### src/rtl/data_mem_arbiter.sv
// Two-port arbiter in front of a single data_mem: same-cycle grant, per-port read routing and hold.
// Build option DMEM_ARB_RR_EN selects round-robin; when undefined, port 0 has priority with a burst-limited starvation guard.
module data_mem_arbiter #(
    parameter int MAX_BURST = 8
) (
    input  logic        clk_i,
    input  logic        rst_i,

    input  logic        m0_req_i,
    input  logic        m0_we_i,
    input  logic [3:0]  m0_be_i,
    input  logic [31:0] m0_addr_i,
    input  logic [31:0] m0_wdata_i,
    output logic        m0_ready_o,
    output logic [31:0] m0_rdata_o,
    output logic        m0_rvalid_o,

    input  logic        m1_req_i,
    input  logic        m1_we_i,
    input  logic [3:0]  m1_be_i,
    input  logic [31:0] m1_addr_i,
    input  logic [31:0] m1_wdata_i,
    output logic        m1_ready_o,
    output logic [31:0] m1_rdata_o,
    output logic        m1_rvalid_o,

    output logic        mem_req_o,
    output logic        mem_we_o,
    output logic [3:0]  mem_be_o,
    output logic [31:0] mem_addr_o,
    output logic [31:0] mem_wdata_o,
    input  logic [31:0] mem_rdata_i,
    input  logic        mem_ready_i
);

    // Handshake: a requester raises mN_req_i with its payload and holds all of it until
    // mN_ready_o is high in the same cycle; that cycle is the transfer. mN_rvalid_o is a
    // one-cycle pulse one cycle after a read transfer and cannot be back-pressured.

    logic gnt0;
    logic gnt1;
    logic pick1;

    always_comb begin
        gnt0 = 1'b0;
        gnt1 = 1'b0;
        if (rst_i && mem_ready_i) begin
            if (m0_req_i && m1_req_i) begin
                gnt1 = pick1;
                gnt0 = !pick1;
            end else begin
                gnt0 = m0_req_i;
                gnt1 = m1_req_i;
            end
        end
    end

    assign m0_ready_o = gnt0;
    assign m1_ready_o = gnt1;

`ifdef DMEM_ARB_RR_EN
    // Pointer resets to port 1 so port 0 wins the first contention.
    logic last_q;
    logic unused_max_burst;

    assign unused_max_burst = |MAX_BURST[7:0];
    assign pick1 = !last_q;

    always_ff @(posedge clk_i or negedge rst_i) begin
        if (!rst_i) begin
            last_q <= 1'b1;
        end else if (gnt0 || gnt1) begin
            last_q <= gnt1;
        end
    end
`else
    localparam logic [7:0] MAX_BURST_C = 8'(MAX_BURST);

    // Counts port-0 grants taken while port 1 is waiting; at the limit port 1 gets one slot.
    logic [7:0] burst_q;

    assign pick1 = (burst_q == MAX_BURST_C);

    always_ff @(posedge clk_i or negedge rst_i) begin
        if (!rst_i) begin
            burst_q <= 8'd0;
        end else if (gnt1 || !m1_req_i) begin
            burst_q <= 8'd0;
        end else if (gnt0 && burst_q != 8'hFF) begin
            burst_q <= burst_q + 8'd1;
        end
    end
`endif

    always_comb begin
        mem_we_o    = 1'b0;
        mem_be_o    = 4'b0000;
        mem_addr_o  = 32'd0;
        mem_wdata_o = 32'd0;
        if (gnt0) begin
            mem_we_o    = m0_we_i;
            mem_be_o    = m0_be_i;
            mem_addr_o  = m0_addr_i;
            mem_wdata_o = m0_wdata_i;
        end else if (gnt1) begin
            mem_we_o    = m1_we_i;
            mem_be_o    = m1_be_i;
            mem_addr_o  = m1_addr_i;
            mem_wdata_o = m1_wdata_i;
        end
    end

    assign mem_req_o = gnt0 || gnt1;

    // Read response tracking: one outstanding read at most, owned by pend_port_q.
    logic        pend_vld_q;
    logic        pend_port_q;
    logic [31:0] rdata_hold_0;
    logic [31:0] rdata_hold_1;

    always_ff @(posedge clk_i or negedge rst_i) begin
        if (!rst_i) begin
            pend_vld_q   <= 1'b0;
            pend_port_q  <= 1'b0;
            rdata_hold_0 <= 32'd0;
            rdata_hold_1 <= 32'd0;
        end else begin
            pend_vld_q  <= mem_req_o && !mem_we_o;
            pend_port_q <= gnt1;
            if (m0_rvalid_o) begin
                rdata_hold_0 <= mem_rdata_i;
            end
            if (m1_rvalid_o) begin
                rdata_hold_1 <= mem_rdata_i;
            end
        end
    end

    assign m0_rvalid_o = pend_vld_q && !pend_port_q;
    assign m1_rvalid_o = pend_vld_q && pend_port_q;
    assign m0_rdata_o  = m0_rvalid_o ? mem_rdata_i : rdata_hold_0;
    assign m1_rdata_o  = m1_rvalid_o ? mem_rdata_i : rdata_hold_1;

endmodule

### config.mk
export PLATFORM = sky130hd
export DESIGN_NAME = data_mem_arbiter
export DESIGN_NICKNAME = d
export VERILOG_FILES = /design/src/rtl/data_mem_arbiter.sv
export SDC_FILE = /design/constraint.sdc
export NUM_CORES = 1
export LEC_CHECK = 0
export BUFFER_PORTS_ARGS = -buffer_cell sky130_fd_sc_hd__buf_2
export CAP_MARGIN = 5
export CORE_AREA = 10 10 114 116
export CTS_CLUSTER_DIAMETER = 40
export DETAILED_ROUTE_END_ITERATION = 16
export DIE_AREA = 0 0 124 126
export MAX_ROUTING_LAYER = met4
export PLACE_DENSITY_LB_ADDON = 0.2
export SYNTH_ARGS = -nofsm -noshare
export SYNTH_HDL_FRONTEND = slang
export SYNTH_SLANG_ARGS = --single-unit
### constraint.sdc
create_clock -name clk_i -period 3.3 [get_ports clk_i]
set_clock_uncertainty 0.15 [all_clocks]
set_input_delay 0.165 -clock clk_i [delete_from_list [all_inputs] [get_ports clk_i]]
set_output_delay 0.165 -clock clk_i [all_outputs]
set_load 0.01 [all_outputs]
==> results of run 1 <==
where the power goes:
group          switching (uW)  leakage, uW  internal (uW)
combinational             399      0.00212            391
clock                     331     0.000107            391
sequential               39.0     0.000889           1070
cell usage in the layout, fill, tap and decap left out, drive strengths merged:
cell,instances
nand2,4
mux2,64
dlygate4sd3,35
ha,2
nor3b,1
a211oi,2
a41oi,1
a21boi,1
inv,6
a31o,1
o31ai,1
nor2,4
bufinv,1
o21ai,4
and2,1
dfrtp,74
nor4,1
nor2b,1
a22o,69
or4,1
and3,3
and4,2
nand3,5
buf,317
diode,9
a21oi,8
nor4bb,1
a311oi,2
clkinv,2
nor3,2
clkbuf,12
final timing paths:
kind / endpoint / cells past startpoint / slack, ns / startpoint
max in group asynchronous: rdata_hold_0[12]$_DFF_PN0_ / 3 / 1.84 / rst_i
max reg2reg: burst_q[3]$_DFFE_PN0P_ / 8 / 0.85 / burst_q[0]$_DFFE_PN0P_
min in group asynchronous: pend_port_q$_DFF_PN0_ / 3 / 0.56 / rst_i
max: mem_wdata_o[6] / 8 / 0.42 / burst_q[0]$_DFFE_PN0P_
min reg2reg: rdata_hold_1[27]$_DFF_PN0_ / 1 / 0.35 / rdata_hold_1[27]$_DFF_PN0_
min: pend_vld_q$_DFF_PN0_ / 4 / 0.02 / m0_we_i
registers in the layout (all words and copies together), names as in the netlist:
name / flops
burst_q: 8
pend_port_q: 1
pend_vld_q: 1
rdata_hold_1: 32
rdata_hold_0: 32
kinds of logic (layout without fill, tap and decap cells):
kind of cell               Yosys count  count (layout)
AOI/OAI and AO/OA                   89              89
adders and majority gates            2               2
buffers and inverters               28             373
DFF                                 74              74
muxes                               64              64
other                                0               9
and+or+nand+nor                     26              26
stage by stage:
step / hold WS [ns] / area [um2] / total power, uW / cells / utilization
6_report: 0.0229 / 5900 / 2620 / 777 / 0.551
5_1_grt: 0.0229 / 5900 / 2770 / 777 / 0.551
4_1_cts: 0.00589 / 5880 / 2660 / 768 / 0.549
3_5_place_dp: 0.219 / 5320 / 1890 / 717 / 0.497
3_3_place_gp: 0.211 / 5320 / 1870 / 717 / 0.497
2_1_floorplan: -0.281 / 3640 / 1480 / 283 / -
final cells by class:
cell class                      instances  area share
Multi-Input combinational cell        181       0.278
Clock buffer                           12      0.0263
Timing Repair Buffer                  352       0.337
Antenna cell                            9     0.00382
Sequential cell                        74       0.314
Clock inverter                          4     0.00827
Tap cell                              140      0.0297
Inverter                                5     0.00318
metal layers:
metal	vias up	track usage
li1	1785	-
met1	1859	0.215
met2	183	0.377
met3	15	0.0755
met4	0	0.0650
met5	-	-
critical path, stage by stage (launching register included):
cell      delay [ns]
dfrtp_1         0.42
inv_1           0.09
ha_1            0.13
nor4bb_2        0.34
a21boi_1        0.15
nor3b_2         0.38
buf_12          0.32
a22o_1          0.21
buf_2           0.14
==> impl_metrics.yaml, run 1 <==
global_route:
  grt_max_degree: 75
  grt_pass1_wl_um: 24600
  track_usage: 0.214
  grt_pass1_vias: 4131
  grt_overflow: 0
  antenna_found_initial: 9
finish:
  nets: 800
  fill_cells: 949
  multiInputGateArea_mm2: 0.00164
  syn2layout_area_growth_pct: 62.2
  seqCellArea_mm2: 0.00185
  drive_gt1_frac: 0.639
setup_path:
  crit_required_ns: 2.98
  critPathMaxFanout: 69
  worstPathArrival_ns: 2.56
  crit_path_end_kind: "output port"
  critPathLaunchType: "flip-flop"
  worstSetupPathType: "flip-flop to output port"
routing:
  top_layer_used: "met4"
  drtIter0Drc: 244
  via_per_inst: 4.94
  num_vias: 3842
  ant_nets: 0
  wl_um: 17000
  dr.pass1.iters: 4
  wl_met3_um: 1510
  wl_per_cell_um: 21.9
  wl_met2_um: 9200
  drc: 0
  wl_met1_um: 6000
power_and_ir_drop:
  ir_drop_v: 0.000268
  power.leakage_uw: 0.00311
  power_density_mw_per_mm2: 444
job:
  maxCapViolations: 0
synth:
  yosys.area_share.simple: 0.0416
  synth_warnings: 0
  synthArstFlopShare: 1.00
  synth_top_cell_area_share: 0.509
  ys_ff_latch: 74
  synth.avg_cell_area_um2: 12.9
  synthAdderAreaFrac: 0.00688
  synth-edff-count: 0
  synth_compound_area_frac: 0.201
  muxShareOfSynthArea: 0.198
  ys.flop_type: "dfrtp_1"
  synth_area_mm2: 0.00364
  synth_seq_area_share: 0.509
  synth-xor-area-share: 0
  ys_top_cells_by_count: "74 x dfrtp_1, 69 x a22o_1, 64 x mux2_2, 8 x a21oi_1, 7 x buf_4"
  synth_nets: 460
  yosys-top-cells-area: "dfrtp_1 51%, mux2_2 20%, a22o_1 17%"
  synth.distinct_cells: 32
  yosysTopAreaCell: "dfrtp_1"
  synth.most_common_cell: "dfrtp_1"
  synth_top_family_by_area: "compound AO/OA/AOI/OAI gates"
  synthCells: 283
clocking:
  clk_pin_slew_ns: 0.07
  clock_path_buffers: 2
  cts_setup_buffers: 0
  clkLatencyLatePin_ns: 0.35
  ctsHoldBuffers: 35
  post_cts_resized: 0
  tritoncts: "built"
  cts-buffers-inserted: 9
  cts_root_buf: "clkbuf_8"
  htreeDepth: 3
  clock_sinks: 74
timing:
  fin_crit_sh: 0.871
  hold_viol_final: 0
  finalSetupTns_ns: 0
  worst_pin_slew_ns: 0.927
  setup_viol: 0
  period_needed_ns: 2.88
  max_freq_ghz: 0.348
  rsz0062_at_grt: "no"
  slew_headroom: 0.382
  fin_ws_ns: 0.425
  maxSlewViolCount: 0
floorplan:
  die_height_um: 126
  dieArea_mm2: 0.0156
  start_util: 0.340
  placementRows: 38
  pin_count: 313
  core-area_mm2: 0.0107
  die_x_um: 124
worst_hold_path:
  hp-class: "input port to flip-flop"
place:
  place_ws_ns: 0.795
  gp_congestion: 0.953
  dpl.hpwl_um: 13900
  port_buffers: 312
outcome:
  status: "finished clean"
No activity file was read; power rests on OpenSTA's default activity.
==> run 2, diff against run 1 <==
clock period = 3.7 ns   (was 3.3 ns; I/O delays follow)
==> run 2 against run 1 <==
Against the previous run:
- sequential share of layout area up 0.073 points
- clock-buffer cell count down 3
- die area unchanged
- sequential power down 10%
- register-to-register slack better by 0.78 ns
- cell area down 0.23%
- combinational power down 11%
- non-clock buffer count down 1
- worst hold slack better by 0.050 ns
==> impl_metrics.yaml, run 2 (synthesis gave the netlist of run 1 again) <==
finish:
  mostFrequentLayoutCell: "buf_2"
  layout_common_cells: "312 x buf_2, 74 x dfrtp_1, 69 x a22o_1"
  drive_gt1_frac: 0.641
  top_regs: "rdata_hold_0 (32), rdata_hold_1 (32), burst_q (8)"
  nets: 799
  syn2layout_area_growth_pct: 61.8
setup_path:
  crit_path_end_kind: "output port"
  path_cells: "inv_1 > ha_1 > nor4bb_2 > a31o_2 > inv_2 > buf_4 > a22o_1 > buf_2"
  worstPathArrival_ns: 2.72
  rrSetupSlack_ns: 1.63
  crit_end: "mem_addr_o[29]"
  rr_startpoint: "burst_q[0]$_DFFE_PN0P_"
  crit_required_ns: 3.37
  critPathLaunchType: "flip-flop"
  reg2reg_depth: 7
  worstSetupPathType: "flip-flop to output port"
  max_stage_delay_ns: 0.57
  critical_path.slowest_cell: "buf_4"
  critPathMaxFanout: 61
  r2r_end: "burst_q[3]$_DFFE_PN0P_"
  startpoint: "burst_q[0]$_DFFE_PN0P_"
timing:
  slew_headroom: 0.320
  finalSetupTns_ns: 0
  fin_crit_sh: 0.826
  period_needed_ns: 3.06
  setup_viol: 0
  maxSlewViolCount: 0
  hold_viol_final: 0
  max_freq_ghz: 0.327
  worst_pin_slew_ns: 1.02
  rsz0062_at_grt: "no"
  whs_ns: 0.0729
place:
  dpl.hpwl_um: 14000
  port_buffers: 312
  gp_congestion: 0.971
worst_hold_path:
  hp-class: "input port to flip-flop"
floorplan:
  core-area_mm2: 0.0107
  die_x_um: 124
  start_util: 0.340
  die_height_um: 126
  dieArea_mm2: 0.0156
  placementRows: 38
  pin_count: 313
global_route:
  track_usage: 0.217
  grt_pass1_vias: 4287
  grt_overflow: 0
  grt_pass1_wl_um: 25200
  antenna_found_initial: 5
  grt_max_degree: 75
routing:
  ant_nets: 0
  via_per_inst: 5.03
  wl_um: 17200
  wl_per_cell_um: 22.3
  drtIter0Drc: 254
  num_vias: 3881
  drc: 0
  dr.pass1.iters: 4
clocking:
  clock_sinks: 74
  clk_pin_slew_ns: 0.07
  tritoncts: "built"
  clkLatencyLatePin_ns: 0.34
  htreeDepth: 3
  clock_path_buffers: 2
  cts-buffers-inserted: 9
  cts_root_buf: "clkbuf_8"
power_and_ir_drop:
  ir_drop_v: 0.000195
  power_density_mw_per_mm2: 417
  power.leakage_uw: 0.00311
job:
  maxCapViolations: 0
outcome:
  status: "finished clean"
[run 2: worst min-delay path by stage]
stage                                  end     from  cells past startpoint
floorplan           burst_q[0]$_DFFE_PN0P_    rst_i                      0
global placement      pend_vld_q$_DFF_PN0_  m1_we_i                      2
detailed placement    pend_vld_q$_DFF_PN0_  m1_we_i                      2
CTS                   pend_vld_q$_DFF_PN0_  m0_we_i                      4
global route          pend_vld_q$_DFF_PN0_  m0_we_i                      4
finish                pend_vld_q$_DFF_PN0_  m0_we_i                      4
[run 2: final cells by class]
class | count | area, um2
multi-input cells | 181 | 1640
inverters | 5 | 18.8
repair buffers | 351 | 1940
well taps | 140 | 175
clock buffers | 9 | 124
fillers | 965 | 4810
flip-flops and latches | 74 | 1850
diodes | 5 | 12.5
clock inverters | 7 | 124
[run 2: metal layers]
layer,vias to the layer above,GRT usage,routed length [um],part of all wire
met5,-,-,0,0
met4,0,0.0684,391,0.023
met3,23,0.0710,1560,0.091
met2,192,0.384,9200,0.53
met1,1888,0.219,6080,0.35
li1,1778,-,-,-
[run 2: where the power goes]
group	internal, uW	total, uW	switching, uW
clock	454	765	312
sequential	950	985	35.4
combinational	346	704	358
total	1750	2450	705
[run 2: metrics by stage]
stage / total power [uW] / utilization / setup slack, ns / std cells / instance area [um2]
after floorplan: 1320 / - / 1.65 / 283 / 3640
after global placement: 1660 / 0.494 / 1.05 / 717 / 5280
after detailed placement: 1690 / 0.494 / 1.01 / 717 / 5280
after CTS: 2490 / 0.549 / 0.614 / 767 / 5870
after global routing: 2590 / 0.550 / 0.465 / 772 / 5880
final: 2450 / 0.550 / 0.645 / 772 / 5880
[run 2: repair_timing]
action	in CTS	in global routing
gates resized for setup	0	0
endpoints found under the hold margin	90	0
buffers inserted	0	0
hold buffers	34	0
[run 2: worst max-delay path, delay by kind of cell, from the launching register on]
family,cells,cell delay [ns]
compound gates,2,0.56
fa+ha+maj,1,0.19
simple gates,1,0.17
flops,1,0.41
buf+inv,4,1.04
